$ cat config.mk
export PLATFORM = sky130hd
export DESIGN_NAME = parking_gate_arbiter_flat
export DESIGN_NICKNAME = d
export VERILOG_FILES = /design/src/rtl/parking_gate_arbiter_pkg.sv /design/src/rtl/parking_gate_arbiter_if.sv /design/src/rtl/parking_gate_arbiter_rr_arbiter.sv /design/src/rtl/parking_gate_arbiter.sv /design/src/flat_wrapper.sv
export SDC_FILE = /design/constraint.sdc
export NUM_CORES = 1
export LEC_CHECK = 0
export CAP_MARGIN = 30
export CORE_AREA = 2 2 46 69
export CTS_BUF_LIST = sky130_fd_sc_hd__clkbuf_4 sky130_fd_sc_hd__clkbuf_8
export CTS_CLUSTER_DIAMETER = 150
export DETAILED_ROUTE_END_ITERATION = 8
export DIE_AREA = 0 0 48 71
export GPL_TIMING_DRIVEN = 0
export PLACE_DENSITY = 0.83
export SYNTH_ARGS = -nofsm -noshare
export SYNTH_HDL_FRONTEND = slang
export SYNTH_SLANG_ARGS = --single-unit
$ cat constraint.sdc
create_clock -name clk_i -period 3.8 [get_ports clk_i]
set_clock_uncertainty 0.2 [all_clocks]
set_input_delay 0.76 -clock clk_i [delete_from_list [all_inputs] [get_ports clk_i]]
set_output_delay 0.76 -clock clk_i [all_outputs]
set_load 0.05 [all_outputs]
$ cat src/rtl/parking_gate_arbiter_pkg.sv
// Shared types for the parking gate arbiter: gate FSM encoding and lane direction codes.
package parking_gate_arbiter_pkg;

  typedef enum logic [1:0] {
    ST_IDLE  = 2'd0,
    ST_OPEN  = 2'd1,
    ST_CLOSE = 2'd2
  } gate_state_e;

  localparam logic DIR_ENTER = 1'b0;
  localparam logic DIR_EXIT  = 1'b1;

endpackage

$ cat src/rtl/parking_gate_arbiter_if.sv
// Lane request/grant bundle between the lane controllers (master) and the gate arbiter (slave).
interface parking_gate_arbiter_if #(
  parameter int N_LANES  = 4,
  parameter int CAPACITY = 4
);
  localparam int CNT_W = $clog2(CAPACITY + 1);

  logic [N_LANES-1:0] req;
  logic [N_LANES-1:0] dir;
  logic [N_LANES-1:0] grant;
  logic               gate_open;
  logic [CNT_W-1:0]   occupancy;
  logic               full;
  logic               empty;
  logic               busy;

  modport master (output req, dir, input grant, gate_open, occupancy, full, empty, busy);
  modport slave  (input req, dir, output grant, gate_open, occupancy, full, empty, busy);
endinterface

$ cat src/rtl/parking_gate_arbiter_rr_arbiter.sv
// Round-robin picker: one-hot grant to the first eligible lane at or after ptr_i.
module rr_arbiter #(
  parameter int N  = 4,
  parameter int PW = $clog2(N)
) (
  input  logic [N-1:0]  elig_i,
  input  logic [PW-1:0] ptr_i,
  output logic [N-1:0]  gnt_o
);
  int idx;

  // Walk from farthest to nearest so the lane closest to the pointer wins last.
  always_comb begin
    gnt_o = '0;
    idx   = 0;
    for (int i = N - 1; i >= 0; i--) begin
      idx = (int'(ptr_i) + i) % N;
      if (elig_i[idx[PW-1:0]]) begin
        gnt_o = '0;
        gnt_o[idx[PW-1:0]] = 1'b1;
      end
    end
  end
endmodule

$ cat src/rtl/parking_gate_arbiter.sv
// Shared barrier gate sequencer and authoritative occupancy counter.
// Build option EXIT_PRIORITY_EN: eligible exit lanes win over enter lanes in arbitration.
module parking_gate_arbiter
  import parking_gate_arbiter_pkg::*;
#(
  parameter int N_LANES     = 4,
  parameter int CAPACITY    = 4,
  parameter int OPEN_CYCLES = 8
) (
  input  logic                   clk_i,
  input  logic                   rst_i,
  parking_gate_arbiter_if.slave  bus
);
  localparam int CNT_W = $clog2(CAPACITY + 1);
  localparam int PW    = $clog2(N_LANES);
  localparam int OW    = $clog2(OPEN_CYCLES);

  gate_state_e        state_q;
  logic [N_LANES-1:0] grant_q;
  logic               gate_q;
  logic [OW-1:0]      cnt_q;
  logic               dir_q;
  logic               abort_q;
  logic [CNT_W-1:0]   occ_q, occ_d;
  logic               full_q, empty_q;
  logic [PW-1:0]      ptr_q, ptr_d;

  logic [N_LANES-1:0] elig_enter, elig_exit, arb_gnt;
  logic               own_req;

  assign elig_enter = bus.req & ~bus.dir & {N_LANES{~full_q}};
  assign elig_exit  = bus.req &  bus.dir & {N_LANES{~empty_q}};
  assign own_req    = |(grant_q & bus.req);

`ifdef EXIT_PRIORITY_EN
  logic [N_LANES-1:0] gnt_exit, gnt_enter;
  rr_arbiter #(.N(N_LANES)) u_arb_exit  (.elig_i(elig_exit),  .ptr_i(ptr_q), .gnt_o(gnt_exit));
  rr_arbiter #(.N(N_LANES)) u_arb_enter (.elig_i(elig_enter), .ptr_i(ptr_q), .gnt_o(gnt_enter));
  assign arb_gnt = (|gnt_exit) ? gnt_exit : gnt_enter;
`else
  rr_arbiter #(.N(N_LANES)) u_arb (.elig_i(elig_enter | elig_exit), .ptr_i(ptr_q), .gnt_o(arb_gnt));
`endif

  always_comb begin
    ptr_d = ptr_q;
    for (int i = 0; i < N_LANES; i++)
      if (arb_gnt[i]) ptr_d = (i == N_LANES - 1) ? '0 : PW'(i + 1);
  end

  always_comb begin
    occ_d = occ_q;
    if (state_q == ST_CLOSE && !abort_q)
      occ_d = (dir_q == DIR_EXIT) ? occ_q - CNT_W'(1) : occ_q + CNT_W'(1);
  end

  always_ff @(posedge clk_i) begin
    if (rst_i) begin
      state_q <= ST_IDLE;
      grant_q <= '0;
      gate_q  <= 1'b0;
      cnt_q   <= '0;
      dir_q   <= DIR_ENTER;
      abort_q <= 1'b0;
      occ_q   <= '0;
      full_q  <= 1'b0;
      empty_q <= 1'b1;
      ptr_q   <= '0;
    end else begin
      case (state_q)
        ST_IDLE: if (|arb_gnt) begin
          state_q <= ST_OPEN;
          grant_q <= arb_gnt;
          gate_q  <= 1'b1;
          cnt_q   <= OW'(OPEN_CYCLES - 1);
          dir_q   <= |(arb_gnt & bus.dir);
          abort_q <= 1'b0;
          ptr_q   <= ptr_d;
        end
        ST_OPEN: begin
          // A lane withdrawing mid-window closes early and is not counted.
          if (!own_req || cnt_q == '0) begin
            state_q <= ST_CLOSE;
            grant_q <= '0;
            gate_q  <= 1'b0;
            abort_q <= !own_req;
          end else begin
            cnt_q <= cnt_q - OW'(1);
          end
        end
        ST_CLOSE: begin
          state_q <= ST_IDLE;
          occ_q   <= occ_d;
          full_q  <= (occ_d == CNT_W'(CAPACITY));
          empty_q <= (occ_d == '0);
        end
        default: state_q <= ST_IDLE;
      endcase
    end
  end

  always_ff @(posedge clk_i)
    if (!rst_i) assert (occ_q <= CNT_W'(CAPACITY));

  assign bus.grant     = grant_q;
  assign bus.gate_open = gate_q;
  assign bus.occupancy = occ_q;
  assign bus.full      = full_q;
  assign bus.empty     = empty_q;
  assign bus.busy      = (state_q != ST_IDLE);
endmodule

$ cat src/flat_wrapper.sv
// flat-port wrapper written by rule: the top's interface ports become plain ports
module parking_gate_arbiter_flat import parking_gate_arbiter_pkg::*;
#(
  parameter int N_LANES     = 4,
  parameter int CAPACITY    = 4,
  parameter int OPEN_CYCLES = 8
)
  (clk_i, rst_i, bus_req, bus_dir, bus_grant, bus_gate_open, bus_occupancy, bus_full, bus_empty, bus_busy);
  parking_gate_arbiter_if #(.N_LANES(N_LANES), .CAPACITY(CAPACITY)) bus_i ();
  input  logic clk_i;
  input  logic rst_i;
  input wire logic [$bits(bus_i.req)-1:0] bus_req;
  input wire logic [$bits(bus_i.dir)-1:0] bus_dir;
  output wire logic [$bits(bus_i.grant)-1:0] bus_grant;
  output wire logic [$bits(bus_i.gate_open)-1:0] bus_gate_open;
  output wire logic [$bits(bus_i.occupancy)-1:0] bus_occupancy;
  output wire logic [$bits(bus_i.full)-1:0] bus_full;
  output wire logic [$bits(bus_i.empty)-1:0] bus_empty;
  output wire logic [$bits(bus_i.busy)-1:0] bus_busy;
  assign bus_i.req = bus_req;
  assign bus_i.dir = bus_dir;
  assign bus_grant = bus_i.grant;
  assign bus_gate_open = bus_i.gate_open;
  assign bus_occupancy = bus_i.occupancy;
  assign bus_full = bus_i.full;
  assign bus_empty = bus_i.empty;
  assign bus_busy = bus_i.busy;
  parking_gate_arbiter #(.N_LANES(N_LANES), .CAPACITY(CAPACITY), .OPEN_CYCLES(OPEN_CYCLES)) u_core (.clk_i(clk_i), .rst_i(rst_i), .bus(bus_i));
endmodule
==> results.py, run 1 <==
metrics = {
    "outcome": {
        "status": "completed",
    },
    "yosys": {
        "muxShareOfSynthArea_pct": 8.19,
        "synth_edf_count": 0,
        "yosysWarnings": 0,
        "synthTopCellsByCount": "nand2_1 (21), dfxtp_1 (19), inv_1 (17)",
        "synth_area_leaders": "dfxtp_1 (25%), ha_1 (7.5%), nand2_1 (5.3%), inv_1 (4.3%), nor2_1 (4.0%)",
        "yosys.area_share.simple_pct": 17.5,
        "synth_compound_area_share_pct": 32.9,
        "synth_seq_area_share_pct": 25.4,
        "synth_most_common_cell": "nand2_1",
        "syn_nets": 198,
        "synthXorXnorAreaFrac_pct": 1.75,
        "synth_top_family_by_area": "compound AO/OA/AOI/OAI gates",
        "synth_top_area_share_pct": 25.4,
        "ys_ff_latch": 19,
        "synth-main-ff-cell": "dfxtp_1",
        "ys_async_sr_fraction_pct": 0,
        "synthAdderAreaFrac_pct": 8.86,
        "postSynthAreaPerCell_um2": 8.41,
        "yosysTopAreaCell": "dfxtp_1",
        "synth.distinct_cells": 54,
        "syn_area_um2": 1500,
        "syn_inst": 178,
    },
    "run": {
        "max_cap_viol_count": 0,
    },
    "worst_setup_path": {
        "worst_r2r_endpoint": "u_core.dir_q$_SDFFE_PP0P_",
        "start_kind": "register",
        "cp_data_required_time_ns": 3.72,
        "rr_worst_depth": 11,
        "crit_path_max_fanout": 10,
        "r2r_slack_ns": 0.25,
        "end_kind": "register",
        "r2r_start": "u_core.ptr_q[0]$_SDFFE_PP0P_",
        "crit_path_start": "u_core.ptr_q[0]$_SDFFE_PP0P_",
        "cp.arrival_ns": 3.48,
        "endpoint": "u_core.dir_q$_SDFFE_PP0P_",
        "path_class": "register to register",
    },
    "sta": {
        "hold_violations": 0,
        "post-route-period-util_pct": 93.5,
        "fmax_ghz": 0.281,
        "slew_headroom_pct": 43.4,
        "fin_setup_tns_ns": 0,
        "maxSlewViolCount": 0,
        "min_period_ns": 3.55,
        "rsz0062_at_grt": "no",
        "tightest_slew_ns": 0.841,
        "finalSetupViolations": 0,
    },
    "power": {
        "power_switching_uw": 787,
        "power_uw": 1540,
        "p_leak_uw": 0.000701,
        "p_int_uw": 755,
        "swShare_pct": 51.0,
        "p_seq_share_pct": 21.5,
        "cellPowerDensity_nw_per_um2": 861,
        "comb_power_share_pct": 69.3,
        "p_clk_share_pct": 9.2,
        "ir_drop_mv": 0.558,
    },
    "placed_design": {
        "place_hpwl_mm": 3.14,
        "port_buffers": 19,
        "placed_area_um2": 1740,
        "place.gp.congestion": 1.02,
    },
    "global_routing": {
        "grt_pass1_vias": 1453,
        "grt-ovfl-total": 0,
        "grt_pass1_wl_mm": 6.49,
        "grt_max_degree": 13,
        "grtUsageTotal_pct": 26.4,
        "antenna_found_initial": 0,
    },
    "route": {
        "viasPerCell": 6.04,
        "wirelength_mm": 3.88,
        "drc": 0,
        "dr.pass1.iters": 6,
        "drt_iter0_drc": 28,
        "vias": 1450,
        "wl_per_cell_um": 16.2,
        "antenna_left": 0,
    },
    "floorplanning": {
        "boundaryPins": 21,
        "core-area_um2": 2850,
        "die_w_um": 48,
        "core.rowCount": 24,
        "die_y_um": 71,
        "die_area_um2": 3410,
        "initial_core_util_pct": 52.5,
    },
    "cts": {
        "cts_root_buffer": "clkbuf_8",
        "clk_latency_ns": 0.26,
        "cts_setup_buffers": 0,
        "clock_path_buffers": 2,
        "numClockSinks": 19,
        "cts_buffers": 3,
        "tritoncts": "built",
        "cts_max_level": 1,
        "clkTransAtPathRegs_ns": 0.08,
    },
    "hold_path": {
        "hold_class": "register to register",
        "hp-start": "u_core.bus.gate_open$_SDFFE_PP0P_",
    },
    "final_layout": {
        "drive_above_1_share_pct": 13.4,
        "stdcell_area_um2": 1790,
        "antenna_cells": 0,
        "final_net_count": 222,
        "syn_to_final_growth_pct": 19.5,
    },
}
logic make-up after synthesis:
group,after synthesis
AOI/OAI and AO/OA,58
xor gates and xnor gates,3
adders and majority gates,10
buffers and inverters,21
DFF,19
muxes,10
and+or+nand+nor,57
layout make-up:
class                      instances  area [um2]
fill                             257        1060
multi-input combinational        138        1040
sequential                        19         380
timing repair buffer              19         190
inverter                          18        67.6
tap                               39        48.8
clock buffer                       3        41.3
buffer                             3        12.5
clock inverter                     1        7.51
metal layers:
metal  vias to the layer above  global-route usage, %  wire (um)
met5                         -                      0          0
met4                         0                   18.6        256
met3                        26                   4.34        187
met2                        63                   42.8       2020
met1                       653                   28.8       1420
li1                        708                      -          -
through the flow:
stage               worst slack [ns]  hold WS (ns)  instances  utilization, %
global placement              0.0767         0.246        236            60.9
finish                         0.245         0.287        240            62.8
detailed placement           0.00477         0.275        236            60.9
floorplan                      0.735         0.259        178               -
CTS                            0.118         0.293        240            62.6
global route                  0.0341         0.312        240            62.8
worst max-delay path, stage by stage (launching register included):
cell and delay, ns:
dfxtp_1 0.37, buf_2 0.25, clkinv_1 0.32, ha_1 0.52
nand2b_1 0.14, o221ai_1 0.17, and2_1 0.25, a2111o_1 0.41
and2_1 0.20, a32o_1 0.25, a211oi_1 0.22, a311oi_1 0.13
placed cells by master, fill, tap and decap left out, drive strengths merged, types with 4 or more instances in the layout:
cell	count
nor3	4
mux2	6
o22ai	5
nand2b	4
clkbuf	4
ha	9
nor2	16
a21oi	11
dfxtp	19
mux2i	4
a221oi	4
o21ai	6
clkdlybuf4s50	19
inv	17
nand2	22
power groups by stage:
stage / clock network [uW] / logic [uW] / registers, uW
floorplan: 0 / 700 / 426
global placement: 0 / 1020 / 329
detailed placement: 0 / 1050 / 334
CTS: 147 / 1060 / 331
global route: 153 / 1170 / 341
finish: 142 / 1070 / 331
how the worst min path moves through the flow:
stage	endpoint	slack [ns]	cells past startpoint
after floorplan	u_core.state_q[1]$_SDFFE_PP0P_	0.26	2
after global placement	u_core.bus.gate_open$_SDFFE_PP0P_	0.25	2
after global routing	u_core.state_q[1]$_SDFFE_PP0P_	0.31	2
after CTS	u_core.bus.gate_open$_SDFFE_PP0P_	0.29	2
final	u_core.bus.gate_open$_SDFFE_PP0P_	0.29	2
after detailed placement	u_core.bus.gate_open$_SDFFE_PP0P_	0.27	2
what timing repair did:
item                       CTS  global route
setup endpoints to repair    0            13
hold buffers                 0             0
gates resized for setup      0             1
state kept, by name, indices dropped and copies added (netlist names):
name / flops
u_core.dir_q: 1
u_core.abort_q: 1
u_core.bus.empty: 1
u_core.cnt_q: 3
u_core.bus.grant: 4
u_core.ptr_q: 2
u_core.bus.occupancy: 3
u_core.bus.gate_open: 1
u_core.bus.full: 1
u_core.state_q: 2
No activity file was read; power rests on OpenSTA's default activity.
==> run 2: changes to the inputs <==
--- a/config.mk
+++ b/config.mk
@@ -5,7 +5,6 @@
 export SDC_FILE = /design/constraint.sdc
 export NUM_CORES = 1
 export LEC_CHECK = 0
-export CAP_MARGIN = 30
 export CORE_AREA = 2 2 46 69
 export CTS_BUF_LIST = sky130_fd_sc_hd__clkbuf_4 sky130_fd_sc_hd__clkbuf_8
 export CTS_CLUSTER_DIAMETER = 150
==> constraint.sdc (replaced) <==
create_clock -name clk_i -period 3.3 [get_ports clk_i]
set_clock_uncertainty 0.2 [all_clocks]
set_input_delay 0.66 -clock clk_i [delete_from_list [all_inputs] [get_ports clk_i]]
set_output_delay 0.66 -clock clk_i [all_outputs]
set_load 0.05 [all_outputs]
==> run 2 against run 1 <==
- critical path depth shrank 2
- combinational power grew 36%
- largest cell class unchanged
- sequential power grew 17%
- flip-flop and latch count is the same
- wire length grew 11%
==> results.py, run 2 (same netlist as run 1, synthesis figures left out) <==
metrics = {
    "route": {
        "viasPerCell": 6.05,
        "vias": 1513,
        "dr.pass1.iters": 4,
        "drt_iter0_drc": 37,
        "antenna_left": 0,
        "wl_per_cell_um": 17.2,
        "wirelength_mm": 4.31,
        "drc": 0,
    },
    "worst_setup_path": {
        "start_kind": "input pin",
        "cp_data_required_time_ns": 3.22,
        "cp.arrival_ns": 3.13,
        "path_class": "input pin to register",
        "end_kind": "register",
        "crit_path_max_fanout": 4,
    },
    "floorplanning": {
        "initial_core_util_pct": 52.5,
        "core.rowCount": 24,
        "die_area_um2": 3410,
        "die_y_um": 71,
        "die_w_um": 48,
        "boundaryPins": 21,
        "core-area_um2": 2850,
    },
    "cts": {
        "cts_root_buffer": "clkbuf_8",
        "clk_latency_ns": 0.26,
        "numClockSinks": 19,
        "clkTransAtPathRegs_ns": 0.07,
        "cts_buffers": 3,
        "clock_path_buffers": 2,
        "tritoncts": "built",
        "cts_max_level": 1,
        "ctsHoldBuffers": 0,
    },
    "sta": {
        "fin_setup_tns_ns": 0,
        "post-route-period-util_pct": 97.3,
        "fmax_ghz": 0.311,
        "hold_violations": 0,
        "maxSlewViolCount": 0,
        "min_period_ns": 3.21,
        "finalSetupViolations": 0,
        "tightest_slew_ns": 0.995,
        "slew_headroom_pct": 33.0,
    },
    "global_routing": {
        "grt-ovfl-total": 0,
        "antenna_found_initial": 0,
        "grt_max_degree": 13,
        "grt_pass1_vias": 1499,
        "grt_pass1_wl_mm": 6.64,
        "grtUsageTotal_pct": 27.0,
    },
    "final_layout": {
        "final_cell_mix": "nand2_1 (21), dfxtp_1 (18), inv_1 (16), nor2_1 (16), clkdlybuf4s50_1 (16)",
        "final_net_count": 232,
        "fillers": 228,
        "regArea_um2": 382,
        "final_util_pct": 68.7,
        "drive_above_1_share_pct": 21.8,
        "multi_input_area_um2": 1120,
        "antenna_cells": 0,
        "largest_reg_flops": 4,
        "final_common_cell": "nand2_1",
        "syn_to_final_growth_pct": 30.9,
    },
    "power": {
        "cellPowerDensity_nw_per_um2": 1020,
        "ir_drop_mv": 0.660,
        "p_leak_uw": 0.000791,
    },
    "run": {
        "max_cap_viol_count": 0,
    },
    "placed_design": {
        "port_buffers": 19,
        "place_hpwl_mm": 3.14,
        "place.gp.congestion": 1.02,
    },
    "outcome": {
        "status": "completed",
    },
    "hold_path": {
        "hold_class": "register to register",
    },
}
-- run 2: where the power goes --
| group | internal [uW] | switching (uW) |
|---|---|---|
| Clock | 85.3 | 79.0 |
| Sequential | 313 | 73.7 |
| Combinational | 601 | 854 |
-- run 2: final cells by class --
type                       count  share of cell area [%]
inverter                      18                    3.77
multi-input combinational    138                    57.1
clock inverter                 1                   0.383
tap                           39                    2.49
timing repair buffer          29                    13.9
clock buffer                   3                    2.11
buffer                         3                   0.766
sequential                    19                    19.5
-- run 2: worst max-delay path, stage by stage --
cell and delay [ns]:
clkdlybuf4s50_1 0.53, mux2_4 0.35, o32ai_4 0.16, o21ai_2 0.15, a2111o_1 0.52, and2_1 0.22, a32o_1 0.26, a211oi_2 0.16
a311oi_1 0.11
-- run 2: stage by stage --
step	power (uW)	hold slack (ns)	setup WS (ns)	instances	cell area (um2)
CTS	1800	0.293	0.00944	242	1820
global route	2140	0.312	-0.0477	250	1960
floorplan	1300	0.259	0.235	178	1500
finish	2010	0.288	0.0893	250	1960
detailed placement	1600	0.275	-0.395	236	1740
global placement	1550	0.246	-0.323	236	1740
-- run 2: path summary, 6_finish.rpt --
path,depth (start not counted),slack (ns),endpoint,from
min reg2reg,2,0.29,u_core.bus.gate_open$_SDFFE_PP0P_,u_core.bus.gate_open$_SDFFE_PP0P_
min,2,0.29,u_core.bus.gate_open$_SDFFE_PP0P_,u_core.bus.gate_open$_SDFFE_PP0P_
max reg2reg,11,0.23,u_core.dir_q$_SDFFE_PP0P_,u_core.ptr_q[0]$_SDFFE_PP0P_
max,9,0.09,u_core.dir_q$_SDFFE_PP0P_,bus_dir[1]
-- run 2: what timing repair did --
action,in CTS,in global routing
gates resized for setup,5,16
pin swaps,3,9
endpoints found under the setup margin,13,13
cloned,0,0
buffers inserted,2,8
-- run 2: per-layer routing --
layer,vias to the layer above,track usage [%],part of all wire (%)
met5,-,0,0
met3,24,4.08,5.5
met1,702,28.8,36
met4,0,19.2,5.6
met2,64,44.6,53
li1,723,-,-
